**src/rtl/lsu_mem_initiator.sv**
```systemverilog
// RV32I load/store initiator for a word-wide, byte-enable-free data memory.
// Sub-word stores are read-modify-write; loads are lane-selected and extended.
module lsu_mem_initiator #(
  parameter int unsigned MEM_WORDS = 64
) (
  input  logic        clk,
  input  logic        rst_n,
  input  logic        req_valid,
  output logic        req_ready,
  input  logic        req_write,
  input  logic [2:0]  req_funct3,
  input  logic [31:0] req_addr,
  input  logic [31:0] req_wdata,
  output logic        resp_valid,
  output logic [31:0] resp_rdata,
  output logic [1:0]  resp_err,
  output logic        MemWrite,
  output logic [31:0] MemAddr,
  output logic [31:0] MemWriteData,
  input  logic [31:0] MemReadData
);

  typedef enum logic [1:0] {StIdle, StRead, StWrite, StResp} state_e;

  localparam logic [1:0] ErrOk        = 2'b00;
  localparam logic [1:0] ErrMisalign  = 2'b01;
  localparam logic [1:0] ErrIllegal   = 2'b10;
  localparam logic [1:0] ErrRange     = 2'b11;

  state_e      state_q, state_d;
  logic        write_q, write_d;
  logic [2:0]  funct3_q, funct3_d;
  logic [31:0] addr_q, addr_d;
  logic [31:0] wdata_q, wdata_d;
  logic        mem_write_q, mem_write_d;
  logic [31:0] mem_wdata_q, mem_wdata_d;
  logic        resp_valid_q, resp_valid_d;
  logic [31:0] resp_rdata_q, resp_rdata_d;
  logic [1:0]  resp_err_q, resp_err_d;

  logic        illegal, misaligned, out_of_range;
  logic [1:0]  req_err;

  function automatic logic [31:0] load_extend(input logic [31:0] word, input logic [1:0] offs,
                                              input logic [2:0] funct3);
    logic [7:0]  b;
    logic [15:0] h;
    case (offs)
      2'd0:    b = word[7:0];
      2'd1:    b = word[15:8];
      2'd2:    b = word[23:16];
      default: b = word[31:24];
    endcase
    h = offs[1] ? word[31:16] : word[15:0];
    case (funct3)
      3'b000:  return {{24{b[7]}}, b};
      3'b001:  return {{16{h[15]}}, h};
      3'b100:  return {24'b0, b};
      3'b101:  return {16'b0, h};
      default: return word;
    endcase
  endfunction

  function automatic logic [31:0] store_merge(input logic [31:0] old, input logic [1:0] offs,
                                              input logic half, input logic [31:0] wdata);
    logic [31:0] w;
    w = old;
    if (half) begin
      if (offs[1]) w[31:16] = wdata[15:0];
      else         w[15:0]  = wdata[15:0];
    end else begin
      case (offs)
        2'd0:    w[7:0]   = wdata[7:0];
        2'd1:    w[15:8]  = wdata[7:0];
        2'd2:    w[23:16] = wdata[7:0];
        default: w[31:24] = wdata[7:0];
      endcase
    end
    return w;
  endfunction

  // Request classification; illegal funct3 outranks misalignment, which outranks range.
  always_comb begin
    if (req_write) illegal = !(req_funct3 inside {3'b000, 3'b001, 3'b010});
    else           illegal = !(req_funct3 inside {3'b000, 3'b001, 3'b010, 3'b100, 3'b101});
    misaligned   = ((req_funct3[1:0] == 2'b01) && req_addr[0]) ||
                   ((req_funct3[1:0] == 2'b10) && (req_addr[1:0] != 2'b00));
    out_of_range = ({2'b00, req_addr[31:2]} >= MEM_WORDS);
    if (illegal)           req_err = ErrIllegal;
    else if (misaligned)   req_err = ErrMisalign;
    else if (out_of_range) req_err = ErrRange;
    else                   req_err = ErrOk;
  end

  always_comb begin
    state_d      = state_q;
    write_d      = write_q;
    funct3_d     = funct3_q;
    addr_d       = addr_q;
    wdata_d      = wdata_q;
    mem_write_d  = 1'b0;
    mem_wdata_d  = mem_wdata_q;
    resp_valid_d = 1'b0;
    resp_rdata_d = resp_rdata_q;
    resp_err_d   = resp_err_q;

    unique case (state_q)
      StIdle: begin
        if (req_valid) begin
          write_d  = req_write;
          funct3_d = req_funct3;
          addr_d   = req_addr;
          wdata_d  = req_wdata;
          if (req_err != ErrOk) begin
            resp_valid_d = 1'b1;
            resp_rdata_d = 32'b0;
            resp_err_d   = req_err;
            state_d      = StResp;
          end else if (req_write && (req_funct3 == 3'b010)) begin
            mem_write_d = 1'b1;
            mem_wdata_d = req_wdata;
            state_d     = StWrite;
          end else begin
            state_d = StRead;
          end
        end
      end
      StRead: begin
        if (write_q) begin
          mem_write_d = 1'b1;
          mem_wdata_d = store_merge(MemReadData, addr_q[1:0], funct3_q[0], wdata_q);
          state_d     = StWrite;
        end else begin
          resp_valid_d = 1'b1;
          resp_rdata_d = load_extend(MemReadData, addr_q[1:0], funct3_q);
          resp_err_d   = ErrOk;
          state_d      = StResp;
        end
      end
      StWrite: begin
        resp_valid_d = 1'b1;
        resp_rdata_d = 32'b0;
        resp_err_d   = ErrOk;
        state_d      = StResp;
      end
      StResp: begin
        state_d = StIdle;
      end
      default: begin
        state_d = StIdle;
      end
    endcase
  end

  always_ff @(posedge clk or negedge rst_n) begin
    if (!rst_n) begin
      state_q      <= StIdle;
      write_q      <= 1'b0;
      funct3_q     <= 3'b0;
      addr_q       <= 32'b0;
      wdata_q      <= 32'b0;
      mem_write_q  <= 1'b0;
      mem_wdata_q  <= 32'b0;
      resp_valid_q <= 1'b0;
      resp_rdata_q <= 32'b0;
      resp_err_q   <= 2'b0;
    end else begin
      state_q      <= state_d;
      write_q      <= write_d;
      funct3_q     <= funct3_d;
      addr_q       <= addr_d;
      wdata_q      <= wdata_d;
      mem_write_q  <= mem_write_d;
      mem_wdata_q  <= mem_wdata_d;
      resp_valid_q <= resp_valid_d;
      resp_rdata_q <= resp_rdata_d;
      resp_err_q   <= resp_err_d;
    end
  end

  assign req_ready    = (state_q == StIdle);
  assign resp_valid   = resp_valid_q;
  assign resp_rdata   = resp_rdata_q;
  assign resp_err     = resp_err_q;
  assign MemWrite     = mem_write_q;
  assign MemAddr      = {addr_q[31:2], 2'b00};
  assign MemWriteData = mem_wdata_q;

endmodule

```
**config.mk**
```make
export PLATFORM = sky130hd
export DESIGN_NAME = lsu_mem_initiator
export DESIGN_NICKNAME = d
export VERILOG_FILES = /design/src/rtl/lsu_mem_initiator.sv
export SDC_FILE = /design/constraint.sdc
export NUM_CORES = 1
export LEC_CHECK = 0
export ABC_AREA = 1
export BUFFER_PORTS_ARGS = -buffer_cell sky130_fd_sc_hd__buf_2
export CAP_MARGIN = 20
export CORE_MARGIN = 2
export CORE_UTILIZATION = 53
export CTS_CLUSTER_SIZE = 40
export DETAILED_ROUTE_END_ITERATION = 7
export PLACE_DENSITY_LB_ADDON = 0.3
export SETUP_SLACK_MARGIN = 0.5
export SLEW_MARGIN = 40
export SYNTH_ARGS = -nofsm -noshare
export SYNTH_HDL_FRONTEND = slang
export SYNTH_SLANG_ARGS = --single-unit
```
**constraint.sdc**
```tcl
create_clock -name clk -period 2.1 [get_ports clk]
set_input_delay 0.42 -clock clk [delete_from_list [all_inputs] [get_ports clk]]
set_output_delay 0.42 -clock clk [all_outputs]
set_load 0.03 [all_outputs]
```
**After elaboration in Yosys (flattened, before gate mapping)**

Cells that the tools add are included.

- Bits in registers: 122
- Logic and storage cells: 92

- $lt $le $gt $ge: 1
- Equality and inequality tests: 20
- Multiplexer cells: 41
- Reductions and logical operators: 20

Operators with widths:

| operator | count |
|---|---|
| 2-to-1 mux 32 bit | 8 |
| one-hot mux 32 bit (4 select lines) | 1 |
| one-hot mux 32 bit (3 select lines) | 1 |
| one-hot mux 32 bit (2 select lines) | 1 |
| 2-to-1 mux 16 bit | 3 |
| 2-to-1 mux 8 bit | 4 |
| greater-or-equal comparator 30 x 7 -> 1 bit, second input constant | 1 |
| one-hot mux 8 bit (3 select lines) | 1 |
| 2-to-1 mux 2 bit | 9 |
| equality test 3 bit, second input constant | 4 |
| 2-to-1 mux 1 bit | 9 |
| equality test 2 bit, second input constant | 4 |
| != test 2 bit, second input constant | 4 |
| one-hot mux 2 bit (4 select lines) | 1 |
| equality test 2 x 1 -> 1 bit, second input constant | 3 |
| equality test 3 x 1 -> 1 bit, second input constant | 2 |
| logical NOT 3 bit | 2 |
| one-hot mux 2 bit (3 select lines) | 1 |
| nonzero test 2 bit | 3 |
| nonzero test 3 bit | 2 |
| AND reduction 5 bit | 1 |
| nonzero test 5 bit | 1 |
| logical NOT 2 bit | 2 |
| != test 2 x 1 -> 1 bit, second input constant | 2 |
| 9 further kinds | 12 |

**Depth between registers and ports, before layout**

- Depth in word-level cells: 9
- Gate-level depth with buffers: 11
- Mapped depth without buffers: 10

**Least setup slack after synthesis**

No wires, ideal clock.

- Kind: register to register
- Start: register state_q[0]
- End: register mem_wdata_q[10] (netlist: MemWriteData[10])
- Arrival: 1.961 ns
- Setup slack: 0.022 ns
- Stages on the path, launching flop included: 11
- Path buffers: 1
- Clock period less this slack: 2.078 ns
- Cells stage by stage: dfrtp_1 inv_1 ha_1 nand2_1 inv_2 a21oi_1 nor3_2 nand2_1 buf_2 nand2_1 nand2_1

- Cells in the longest elaborated chain, start to end: 3
- Elaborated cells on any way between the ends: 9
- Classes of those cells: eq/ne: 5; mux: 1; reduce/logical: 3

RTL lines:

| item | line | source |
|---|---|---|
| start, declared | 30 | `state_e state_q, state_d;` |
| start signal, assigned | 157 | `state_q <= StIdle;` |
| start signal, assigned | 168 | `state_q <= state_d;` |
| logical NOT 2 bit * | -- |  |
| via req_ready | 9 | `output logic req_ready,` |
| != test 2 x 1 -> 1 bit (no line) (tied with other cells) | -- |  |
| AND reduction 5 bit (no line) | -- |  |
| end signal, assigned | 174 | `mem_wdata_q <= mem_wdata_d;` |
| end, declared | 36 | `logic [31:0] mem_wdata_q, mem_wdata_d;` |

The timed path passes the listed nets; every way through them passes the cells marked *.
A chain may end at the register's enable or synchronous reset.

**Worst setup path in the final report**

- Start: register state_q[1]
- End: output port req_ready

- Cells in the longest elaborated chain, start to end: 1

RTL lines:

| item | line | source |
|---|---|---|
| logical NOT 2 bit | 181 | `assign req_ready = (state_q == StIdle);` |
| end, declared | 9 |  |

Every way passes these cells.

==> results.cfg <==
[outcome]
outcome = finished clean

[global_routing]
grt.overflow.total = 0
grt_pass1_wl_um = 36600
antenna_found_initial = 2
grt_use_total_pct = 32.0
grt_pass1_vias = 7291
grt_max_degree = 69

[routing]
route.detailed.drc = 0
drtPass1Iterations = 8
vias = 8107
viasPerCell = 5.72
wl_per_cell_um = 17.8
drtIter0Drc = 1173
routed_wl_um = 25200
final_antenna_net_count = 0

[worst_setup_path]
worst_ep_arrival_time_ns = 1.30
reg2reg_setup_slack_ns = 0.38
crit_type = flop to output port
critical_path.startpoint_type = flop
endpoint_kind = output port
required_ns = 1.68
path_max_fanout = 6

[sta]
fin_ws_ns = 0.385
rsz0062_at_grt = yes
finalClockSkew_ns = 0.00513
setup_viol = 0
fin_crit_ns = 1.72
setup_tns_ns = 0
hold_viol = 0
fmax_mhz = 583
maxSlewHeadroom_pct = 61.9
drv_slew = 0
period_share_pct = 81.7
worst_pin_slew_ns = 0.570

[synthesis]
synth.area.top_cells = dfrtp_1, nand2_1, nand3_1
synth_warnings = 0
ys_ff_latch = 122
synth_flop_cell = dfrtp_1
synth_top_area_share_pct = 42.1
yosysMostFrequentCell = nand2_1
ys_types = 29
ys_seq_area_share_pct = 42.1
synth_common_cells = nand2_1, dfrtp_1, nand3_1
yosys.area.top_type = dfrtp_1
syn_avg_cell_area_um2 = 6.94
synthArstFlopShare_pct = 100
postSynthCellCount = 1046
syn_area_mm2 = 0.00725
synth_enable_flop_cells = 0

[place]
port_buffers = 201
place_congestion = 0.975
dp.cells = 1352
place.detailed.hpwl_um = 15400
place_area_mm2 = 0.00827
dp_slack_ns = 0.104

[floorplan]
row_count = 42
dieArea_mm2 = 0.0146
core_mm2 = 0.0133
initial_core_util_pct = 54.6
die_w_um = 121
io_pins = 204
die_h_um = 121

[clock_tree]
cts_root_buffer = clkbuf_16
cts_tree = done
clock_path_buffers = 2
cts_sinks = 122
clock_latency_ns = 0.43
cts-htree-levels = 4
cts_buffers = 17
clkTransAtPathRegs_ns = 0.05

[power_and_ir_drop]
power_density_mw_per_mm2 = 1870
peakVddDrop_mv = 1.02
p_leak_nw = 5.40

[finish]
final_cells = 1417
nets = 1334
final_area_mm2 = 0.00976
area_growth_pct = 34.6
final_layout_size_suffix_gt1_share_pct = 29.9

[run]
cap_violations = 0

[min_path]
hold_class = input pin to flop
worst max-delay path, stage by stage (launching register included):
cell and delay, ns:
dfrtp_1 0.40, inv_2 0.10, ha_4 0.21, buf_6 0.15
metal layers:
| metal | part of all wire [%] | up-vias | routed length (um) | track usage, % |
|---|---|---|---|---|
| met5 | 0 | - | 0 | 0 |
| met4 | 4.3 | 0 | 1080 | 14.9 |
| met3 | 11 | 109 | 2880 | 8.08 |
| met2 | 46 | 582 | 11700 | 48.5 |
| li1 | - | 3722 | - | - |
| met1 | 38 | 3694 | 9560 | 43.0 |
state kept, by name, summed over array words and instances (netlist names):
signal and cells:
state_q 2, MemWrite 1, resp_rdata 32, addr_q 32, resp_valid 1, funct3_q 3, resp_err 2, wdata_q 16
write_q 1, MemWriteData 32
cell usage in the layout (no fill, tap or decap), drive strengths merged:
cell type,synthesis,final
nand3b,1,1
nor3b,1,1
inv,82,81
a2bb2oi,1,1
o211ai,15,15
nor3,3,3
o211a,1,1
dlygate4sd3,0,1
ha,4,4
buf,66,244
nand3,102,104
a21oi,65,65
a31oi,32,32
o21ai,84,84
clkbuf,32,34
bufbuf,0,3
nor2,73,73
or2,4,4
nand2,357,357
bufinv,0,3
diode,0,2
clkinv,0,1
conb,1,2
clkinvlp,0,3
dfrtp,122,122
power breakdown:
part / internal (W) / leakage (nW) / switching [W]
Clock: 0.00201 / 0.296 / 0.00103
Sequential: 0.00346 / 1.55 / 0.000698
Combinational: 0.00394 / 3.55 / 0.00713
stage by stage:
step	hold WS [ns]	total power, W	util, %
after detailed placement	0.241	0.0128	62.2
after CTS	0.177	0.0165	68.7
after floorplan	0.124	0.0109	-
after global placement	0.240	0.0127	62.2
final	0.184	0.0183	73.4
after global routing	0.206	0.0193	73.4
final timing paths:
kind,from,endpoint,cells past startpoint
worst max-delay path,state_q[1],req_ready,3
worst min-delay path,req_addr[6],addr_q[6],3
worst max register to register,state_q[0],resp_err[1],8
worst min register to register,MemWriteData[30],MemWriteData[30],2
max in group asynchronous,rst_n,MemWriteData[16],3
min in group asynchronous,rst_n,resp_rdata[0],2
logic make-up (layout without fill, tap and decap cells):
group / Yosys count / count (layout) / share of synthesized area [%]
other: 1 / 4 / 0.0517
adders and majority gates: 4 / 4 / 0.690
AOI/OAI and AO/OA: 198 / 198 / 14.8
DFF: 122 / 122 / 42.1
and+or+nand+nor: 541 / 543 / 30.7
buffers and inverters: 180 / 370 / 11.6
area by class of cell:
class | count | area [um^2]
multi-input cells | 747 | 3730
fillers | 1027 | 3530
flip-flops and latches | 122 | 3060
repair buffers | 257 | 1820
clock buffers | 25 | 505
inverters | 82 | 319
well taps | 176 | 220
clock inverters | 6 | 110
diodes | 2 | 5.00
what timing repair did:
action,4_1_cts,5_1_grt
hold buffers,1,0
gates cloned,5,12
gates resized for setup,23,78
endpoints found under the setup margin,67,68
hold endpoints to repair,4,0
buffers inserted,5,9
pin swaps,4,46
No activity file was read; power rests on OpenSTA's default activity.
